--- config.mk ---
export PLATFORM = sky130hd
export DESIGN_NAME = mem_port_arbiter
export DESIGN_NICKNAME = d
export VERILOG_FILES = /design/src/rtl/mem_arb_pkg.sv /design/src/rtl/rr_priority_picker.sv /design/src/rtl/mem_port_arbiter.sv
export SDC_FILE = /design/constraint.sdc
export NUM_CORES = 1
export LEC_CHECK = 0
export CORE_AREA = 2 2 146 148
export DETAILED_ROUTE_END_ITERATION = 8
export DIE_AREA = 0 0 148 150
export GPL_TIMING_DRIVEN = 1
export PLACE_DENSITY = 0.72
export SYNTH_ARGS = -nofsm -noshare
export SYNTH_HDL_FRONTEND = slang
export SYNTH_SLANG_ARGS = --single-unit
--- constraint.sdc ---
create_clock -name clk -period 2.6 [get_ports clk]
set_input_delay 0.26 -clock clk [delete_from_list [all_inputs] [get_ports clk]]
set_output_delay 0.26 -clock clk [all_outputs]
set_load 0.005 [all_outputs]
--- src/rtl/mem_arb_pkg.sv ---
// Shared types for the memory port arbiter: FSM states and requester indices.
// Pure declarations; no logic, no latency.
// Backpressure is handled by the modules that import this package.
package mem_arb_pkg;

    typedef enum logic [1:0] {
        S_IDLE  = 2'd0,
        S_ISSUE = 2'd1,
        S_WAIT  = 2'd2
    } state_t;

    localparam int REQ_IFETCH = 0;
    localparam int REQ_LSU    = 1;
    localparam int REQ_VLSU   = 2;

    // Width of a requester index; never below one bit so ports stay legal.
    function automatic int idx_width(input int n);
        return (n > 1) ? $clog2(n) : 1;
    endfunction

endpackage

--- src/rtl/rr_priority_picker.sv ---
// Round-robin picker: first requester after rr_ptr (mod NREQ) wins.
// Purely combinational, zero latency.
// No backpressure; the caller decides when to honour the result.
module rr_priority_picker #(
    parameter int NREQ  = 3,
    parameter int IDX_W = 2
) (
    input  logic [NREQ-1:0]  req,
    input  logic [IDX_W-1:0] rr_ptr,
    output logic [NREQ-1:0]  win_oh,
    output logic [IDX_W-1:0] win_idx,
    output logic             win_vld
);

    logic [IDX_W-1:0] cand;

    // Walk the ring starting just past rr_ptr; the first set request wins.
    always_comb begin
        win_oh  = '0;
        win_idx = '0;
        win_vld = 1'b0;
        cand    = '0;
        for (int k = 1; k <= NREQ; k++) begin
            cand = IDX_W'((int'(rr_ptr) + k) % NREQ);
            if (!win_vld && req[cand]) begin
                win_vld      = 1'b1;
                win_idx      = cand;
                win_oh[cand] = 1'b1;
            end
        end
    end

endmodule

--- src/rtl/mem_port_arbiter.sv ---
// Round-robin sharer of one memory port among NREQ masters; read bursts go one beat at a time. Optional MPA_LOCK_EN keeps a locked master.
// Latency: req -> gnt and req -> mem_valid 1 cycle; read data passes through combinationally; one idle bubble after completion.
// Backpressure: command held on mem_valid until mem_ready; one read beat outstanding; other requests wait while busy.
module mem_port_arbiter
    import mem_arb_pkg::*;
#(
    parameter int NREQ   = 3,
    parameter int ADDR_W = 32,
    parameter int DATA_W = 32,
    parameter int LEN_W  = 4
) (
    input  logic                     clk,
    input  logic                     resetn,
    input  logic [NREQ-1:0]          req,
    input  logic [NREQ-1:0]          req_we,
    input  logic [NREQ*ADDR_W-1:0]   req_addr,
    input  logic [NREQ*DATA_W-1:0]   req_wdata,
    input  logic [NREQ*DATA_W/8-1:0] req_wstrb,
    input  logic [NREQ*LEN_W-1:0]    req_len,
    input  logic [NREQ-1:0]          req_lock,
    output logic [NREQ-1:0]          gnt,
    output logic [NREQ-1:0]          rsp_valid,
    output logic                     rsp_last,
    output logic [DATA_W-1:0]        rsp_data,
    output logic                     busy,
    output logic                     mem_valid,
    input  logic                     mem_ready,
    output logic                     mem_we,
    output logic [ADDR_W-1:0]        mem_addr,
    output logic [DATA_W-1:0]        mem_wdata,
    output logic [DATA_W/8-1:0]      mem_wstrb,
    input  logic                     mem_rvalid,
    input  logic [DATA_W-1:0]        mem_rdata
);

    localparam int                IDX_W  = idx_width(NREQ);
    localparam int                STRB_W = DATA_W / 8;
    localparam logic [ADDR_W-1:0] STRIDE = ADDR_W'(STRB_W);
    localparam logic [IDX_W-1:0]  RR_RST = IDX_W'(NREQ - 1);

    state_t              state_q, state_d;
    logic [IDX_W-1:0]    rr_ptr_q, rr_ptr_d;
    logic [IDX_W-1:0]    win_q, win_d;
    logic [LEN_W-1:0]    beat_q, beat_d;
    logic [LEN_W-1:0]    len_q, len_d;
    logic                we_q, we_d;
    logic [ADDR_W-1:0]   addr_q, addr_d;
    logic [DATA_W-1:0]   wdata_q, wdata_d;
    logic [STRB_W-1:0]   wstrb_q, wstrb_d;
    logic [NREQ-1:0]     gnt_q, gnt_d;

    logic [NREQ-1:0]     pick_oh;
    logic [IDX_W-1:0]    pick_idx;
    logic                pick_vld;

    logic [IDX_W-1:0]    cap_idx;
    logic                cap_we;
    logic [ADDR_W-1:0]   cap_addr;
    logic [DATA_W-1:0]   cap_wdata;
    logic [STRB_W-1:0]   cap_wstrb;
    logic [LEN_W-1:0]    cap_len;

    logic [NREQ-1:0]     win_oh;
    logic                load_cmd;
    logic                rd_beat;
    logic                rd_last;
    logic                wr_done;
    logic                xfer_done;
    logic                relock;

    rr_priority_picker #(
        .NREQ  (NREQ),
        .IDX_W (IDX_W)
    ) u_picker (
        .req     (req),
        .rr_ptr  (rr_ptr_q),
        .win_oh  (pick_oh),
        .win_idx (pick_idx),
        .win_vld (pick_vld)
    );

`ifdef MPA_LOCK_EN
    // A locked master still requesting at completion keeps the port for its next command.
    assign relock = req_lock[win_q] & req[win_q];
`else
    logic unused_lock;
    assign relock      = 1'b0;
    assign unused_lock = ^req_lock;
`endif

    // Command fields of the master being granted: the RR winner in IDLE, else the current owner (relock).
    always_comb begin
        cap_idx   = (state_q == S_IDLE) ? pick_idx : win_q;
        cap_we    = 1'b0;
        cap_addr  = '0;
        cap_wdata = '0;
        cap_wstrb = '0;
        cap_len   = '0;
        for (int i = 0; i < NREQ; i++) begin
            if (cap_idx == IDX_W'(i)) begin
                cap_we    = req_we[i];
                cap_addr  = req_addr[i*ADDR_W +: ADDR_W];
                cap_wdata = req_wdata[i*DATA_W +: DATA_W];
                cap_wstrb = req_wstrb[i*STRB_W +: STRB_W];
                cap_len   = req_len[i*LEN_W +: LEN_W];
            end
        end
    end

    // One-hot form of the current owner for response routing and regrant.
    always_comb begin
        win_oh        = '0;
        win_oh[win_q] = 1'b1;
    end

    // Memory command drive and response routing; read data is a straight pass-through.
    always_comb begin
        mem_valid = (state_q == S_ISSUE);
        mem_we    = mem_valid & we_q;
        mem_addr  = mem_valid ? (addr_q + ADDR_W'(beat_q) * STRIDE) : '0;
        mem_wdata = (mem_valid & we_q) ? wdata_q : '0;
        mem_wstrb = (mem_valid & we_q) ? wstrb_q : '0;
        wr_done   = mem_valid & mem_ready & we_q;
        rd_beat   = (state_q == S_WAIT) & mem_rvalid;
        rd_last   = rd_beat & (beat_q == len_q);
        xfer_done = wr_done | rd_last;
        rsp_valid = (wr_done | rd_beat) ? win_oh : '0;
        rsp_last  = xfer_done;
        rsp_data  = rd_beat ? mem_rdata : '0;
        busy      = (state_q != S_IDLE);
    end

    assign gnt = gnt_q;

    // Next-state: arbitrate in IDLE, issue beats, count reads; completion returns to IDLE unless relocked.
    always_comb begin
        state_d  = state_q;
        rr_ptr_d = rr_ptr_q;
        win_d    = win_q;
        beat_d   = beat_q;
        len_d    = len_q;
        we_d     = we_q;
        addr_d   = addr_q;
        wdata_d  = wdata_q;
        wstrb_d  = wstrb_q;
        gnt_d    = '0;
        load_cmd = 1'b0;

        case (state_q)
            S_IDLE: begin
                if (pick_vld) begin
                    load_cmd = 1'b1;
                    gnt_d    = pick_oh;
                    state_d  = S_ISSUE;
                end
            end
            S_ISSUE: begin
                if (mem_ready) begin
                    state_d = we_q ? S_IDLE : S_WAIT;
                end
            end
            S_WAIT: begin
                if (mem_rvalid) begin
                    if (beat_q == len_q) begin
                        state_d = S_IDLE;
                    end else begin
                        // beat < len here, so the counter never wraps even at len = 2^LEN_W-1
                        beat_d  = beat_q + LEN_W'(1);
                        state_d = S_ISSUE;
                    end
                end
            end
            default: state_d = S_IDLE;
        endcase

        if (xfer_done) begin
            if (relock) begin
                load_cmd = 1'b1;
                gnt_d    = win_oh;
                state_d  = S_ISSUE;
            end else begin
                rr_ptr_d = win_q;
            end
        end

        if (load_cmd) begin
            win_d   = cap_idx;
            we_d    = cap_we;
            addr_d  = cap_addr;
            wdata_d = cap_wdata;
            wstrb_d = cap_wstrb;
            // writes are always a single beat regardless of the len field
            len_d   = cap_we ? '0 : cap_len;
            beat_d  = '0;
        end
    end

    // State and command registers; reset drops any in-flight transfer on the spot.
    always_ff @(posedge clk or negedge resetn) begin
        if (!resetn) begin
            state_q  <= S_IDLE;
            rr_ptr_q <= RR_RST;
            win_q    <= '0;
            beat_q   <= '0;
            len_q    <= '0;
            we_q     <= 1'b0;
            addr_q   <= '0;
            wdata_q  <= '0;
            wstrb_q  <= '0;
            gnt_q    <= '0;
        end else begin
            state_q  <= state_d;
            rr_ptr_q <= rr_ptr_d;
            win_q    <= win_d;
            beat_q   <= beat_d;
            len_q    <= len_d;
            we_q     <= we_d;
            addr_q   <= addr_d;
            wdata_q  <= wdata_d;
            wstrb_q  <= wstrb_d;
            gnt_q    <= gnt_d;
        end
    end

endmodule

==> results.sh <==
export IMPL_clock_skew_ns=0.01056
export IMPL_clock_root_buffer="clkbuf_16"
export IMPL_clk_pin_slew_ns=0.07
export IMPL_antenna_found_initial=2
export IMPL_clkLatencyLatePin_ns=0.35
export IMPL_ys_ff_latch=86
export IMPL_synth_flop_cell="dfrtp_1"
export IMPL_synth_cells=715
export IMPL_htreeDepth=3
export IMPL_cpPeakStageDelay_ns=0.56
export IMPL_rsz0062_at_grt="yes"
export IMPL_ant_nets=0
export IMPL_synth_edff_count=0
export IMPL_avgSynthCellArea_sq_um=8.818
export IMPL_ys_types=53
export IMPL_hold_path_class="input port to asynchronous set/reset pin"
export IMPL_die_w_microns=148
export IMPL_cp_required_ns=2.88
export IMPL_crit_fanout=7
export IMPL_drtIter0Drc=357
export IMPL_arrival_ns=3.09
export IMPL_finalSetupViolations=87
export IMPL_synth_area_sq_um=6305
export IMPL_routed_via_density=5.240
export IMPL_portBuffers=367
export IMPL_gp_congestion=0.8424
export IMPL_fin_nets=1470
export IMPL_setup_ws_ns=-0.2044
export IMPL_multiInputGateArea_sq_um=5147
export IMPL_pin_count=371
export IMPL_area_growth_pct=117.3
export IMPL_maxCapViolCount=0
export IMPL_grt_max_degree=46
export IMPL_coreArea_sq_um=20690
export IMPL_dr_pass1_iters=4
export IMPL_grt_pass1_vias=7433
export IMPL_num_vias=7761
export IMPL_core_rowCount=53
export IMPL_grt_usage=0.2229
export IMPL_hold_viol=0
export IMPL_relSlewSlack=0.5908
export IMPL_status="finished with violations"
export IMPL_finish_utilization=0.6621
export IMPL_p_leak_nw=5.475
export IMPL_start_util=0.3047
export IMPL_synth_nets=986
export IMPL_critPathSlowestCell="dfstp_2"
export IMPL_slew_viol_final=0
export IMPL_max_freq_mhz=356.6
export IMPL_cts_sinks=86
export IMPL_drive_gt1_frac=0.3090
export IMPL_place_hpwl_mm=18.78
export IMPL_wl_per_cell_microns=19.94
export IMPL_grt_pass1_wl_mm=39.01
export IMPL_clock_path_buffers=2
export IMPL_finalCritPeriodShare=1.079
export IMPL_start_kind="register"
export IMPL_drc=0
export IMPL_worst_slew_pin_transition_ns=0.6138
export IMPL_reg2reg_depth=14
export IMPL_die_height_microns=150
export IMPL_seqCellArea_sq_um=2153
export IMPL_cts_tree="built"
export IMPL_critPathKind="register to register"
export IMPL_ys_warn_count=0
export IMPL_period_minus_slack_ns=2.804
export IMPL_synth_async_reset_ratio=1.000
export IMPL_numCtsBuffers=9
export IMPL_nFillCells=1516
export IMPL_peakVddDrop_mv=0.7744
export IMPL_wirelength_mm=29.53
export IMPL_reg2reg_slack_ns=-0.20
export IMPL_violations="setup timing"
export IMPL_dieArea_sq_um=22200
export IMPL_ys_seq_area_frac=0.3415
export IMPL_grt_overflow_total=0
export IMPL_whs_ns=0.4755
export IMPL_p_per_area_nw_per_um2=1320
export IMPL_endpoint_kind="register"
export IMPL_path_cells="buf_6 -> ha_4 -> mux2i_4 -> o22ai_4 -> buf_6 -> o31ai_4 -> mux2i_4 -> buf_6 -> buf_12 -> buf_16 -> buf_8 -> mux2i_4 -> o21ai_4 -> o21a_1"
==> cells by family after synthesis <==
group,Yosys count,share of synthesized area
AO/OA/AOI/OAI,248,0.2550
XOR/XNOR,31,0.04306
adder cells (fa/ha/maj),10,0.02104
buffers and inverters,76,0.05517
flip-flops,86,0.3415
multiplexers,77,0.1246
AND/OR/NAND/NOR,187,0.1596
==> final cells by class <==
class | instances | area share
Antenna cell | 2 | 0.0003653
Clock buffer | 11 | 0.01772
Clock inverter | 5 | 0.004293
Inverter | 13 | 0.003562
Multi-Input combinational cell | 554 | 0.3757
Sequential cell | 86 | 0.1572
Tap cell | 275 | 0.02512
Timing Repair Buffer | 535 | 0.4160
==> flip-flops by register name, summed over array words and instances (netlist names) <==
signal,flops
rr_ptr_q,2
gnt,3
beat_q,4
win_q,2
we_q,1
addr_q,32
state_q,2
wstrb_q,4
wdata_q,32
len_q,4
==> per-stage QoR <==
step | cell area [sq um] | power (mW) | TNS [ns] | cells | worst slack, ns
2_1_floorplan | 6307 | 7.287 | 0 | 715 | 0.08013
3_3_place_gp | 10920 | 11.46 | -10.39 | 1387 | -0.2120
3_5_place_dp | 10920 | 11.63 | -13.98 | 1387 | -0.2693
4_1_cts | 11980 | 14.38 | -8.543 | 1436 | -0.1906
5_1_grt | 13700 | 19.05 | -17.51 | 1481 | -0.3099
6_report | 13700 | 18.09 | -8.722 | 1481 | -0.2044
==> cell usage after synthesis, types with 2 or more instances <==
cell / n / area (sq um)
o2111ai_1: 4 / 35.03
nor2_1: 45 / 168.9
nor3b_1: 2 / 15.01
o21a_1: 68 / 510.5
o31ai_1: 2 / 15.01
clkbuf_1: 40 / 150.1
mux2i_1: 71 / 710.7
dfrtp_1: 85 / 2127
a21boi_0: 3 / 22.52
a21o_1: 2 / 15.01
and3_1: 40 / 250.2
inv_1: 13 / 48.80
and4_1: 3 / 26.28
nand4_1: 7 / 43.79
and2_1: 37 / 231.5
o21ai_1: 35 / 175.2
a22oi_1: 4 / 30.03
buf_6: 5 / 56.30
nor2b_1: 7 / 43.79
xnor2_1: 14 / 122.6
a21oi_1: 6 / 30.03
nand3_1: 8 / 40.04
ha_1: 9 / 112.6
or3_1: 3 / 18.77
a31oi_1: 68 / 425.4
o21ai_0: 44 / 220.2
buf_2: 17 / 85.08
mux2_4: 2 / 30.03
mux2_2: 4 / 45.04
nand2_1: 20 / 75.07
xor2_1: 17 / 148.9
nand2b_1: 2 / 12.51
nor3_1: 8 / 40.04
==> critical path: cells and delay by family, from the launching register on <==
kind,cells,cell delay [ns]
multiplexers,3,0.57
flip-flops,1,0.56
AO/OA/AOI/OAI,4,0.65
adder cells (fa/ha/maj),1,0.14
buffers and inverters,6,0.81
==> per-layer routing <==
metal / routed length, microns / share of wire / GRT usage
met1: 11410 / 0.39 / 0.2571
met2: 15100 / 0.51 / 0.3949
met3: 1863 / 0.063 / 0.04634
met4: 1157 / 0.039 / 0.1052
met5: 0 / 0 / 0
==> final timing paths <==
check                            startpoint           to
worst max-delay path            rr_ptr_q[1]   wdata_q[7]
worst min-delay path                 resetn    addr_q[1]
worst max register to register  rr_ptr_q[1]   wdata_q[7]
worst min register to register    addr_q[1]    addr_q[1]
max in group asynchronous            resetn  rr_ptr_q[1]
min in group clk                  addr_q[1]    addr_q[1]
==> layout by cell type (no fill, tap or decap), types with 4 or more instances in the layout <==
cell type / n
nand3_1: 5
clkdlybuf4s50_1: 340
xnor2_1: 14
nor2_2: 4
buf_16: 8
nand2_1: 17
and2_1: 36
o21ai_4: 7
buf_8: 12
nor2_1: 39
xor2_1: 16
dfrtp_1: 85
a31oi_4: 44
buf_4: 79
mux2i_2: 17
o21ai_1: 37
o21ai_2: 31
a22oi_2: 4
buf_12: 19
mux2i_1: 46
mux2i_4: 8
buf_6: 34
nor2b_1: 4
ha_4: 4
buf_2: 20
inv_1: 11
o21a_1: 67
a21oi_1: 5
nand4_1: 7
clkbuf_16: 24
dlygate4sd2_1: 5
o21ai_0: 5
a31oi_1: 22
and3_1: 39
==> where the power goes <==
part / switching, mW / total [mW] / internal, mW
clock: 0.575 / 1.35 / 0.772
sequential: 0.510 / 2.53 / 2.02
combinational: 6.54 / 14.2 / 7.67
==> repair_timing <==
item                                    in CTS  in global routing
pin swaps                                   50                 69
gates cloned                                 6                 18
gates resized for setup                    228                183
endpoints found under the setup margin     100                101
hold buffers                                 1                  0
hold endpoints to repair                    44                  0
setup buffers                               27                 28
(Power assumes the default switching activity.)
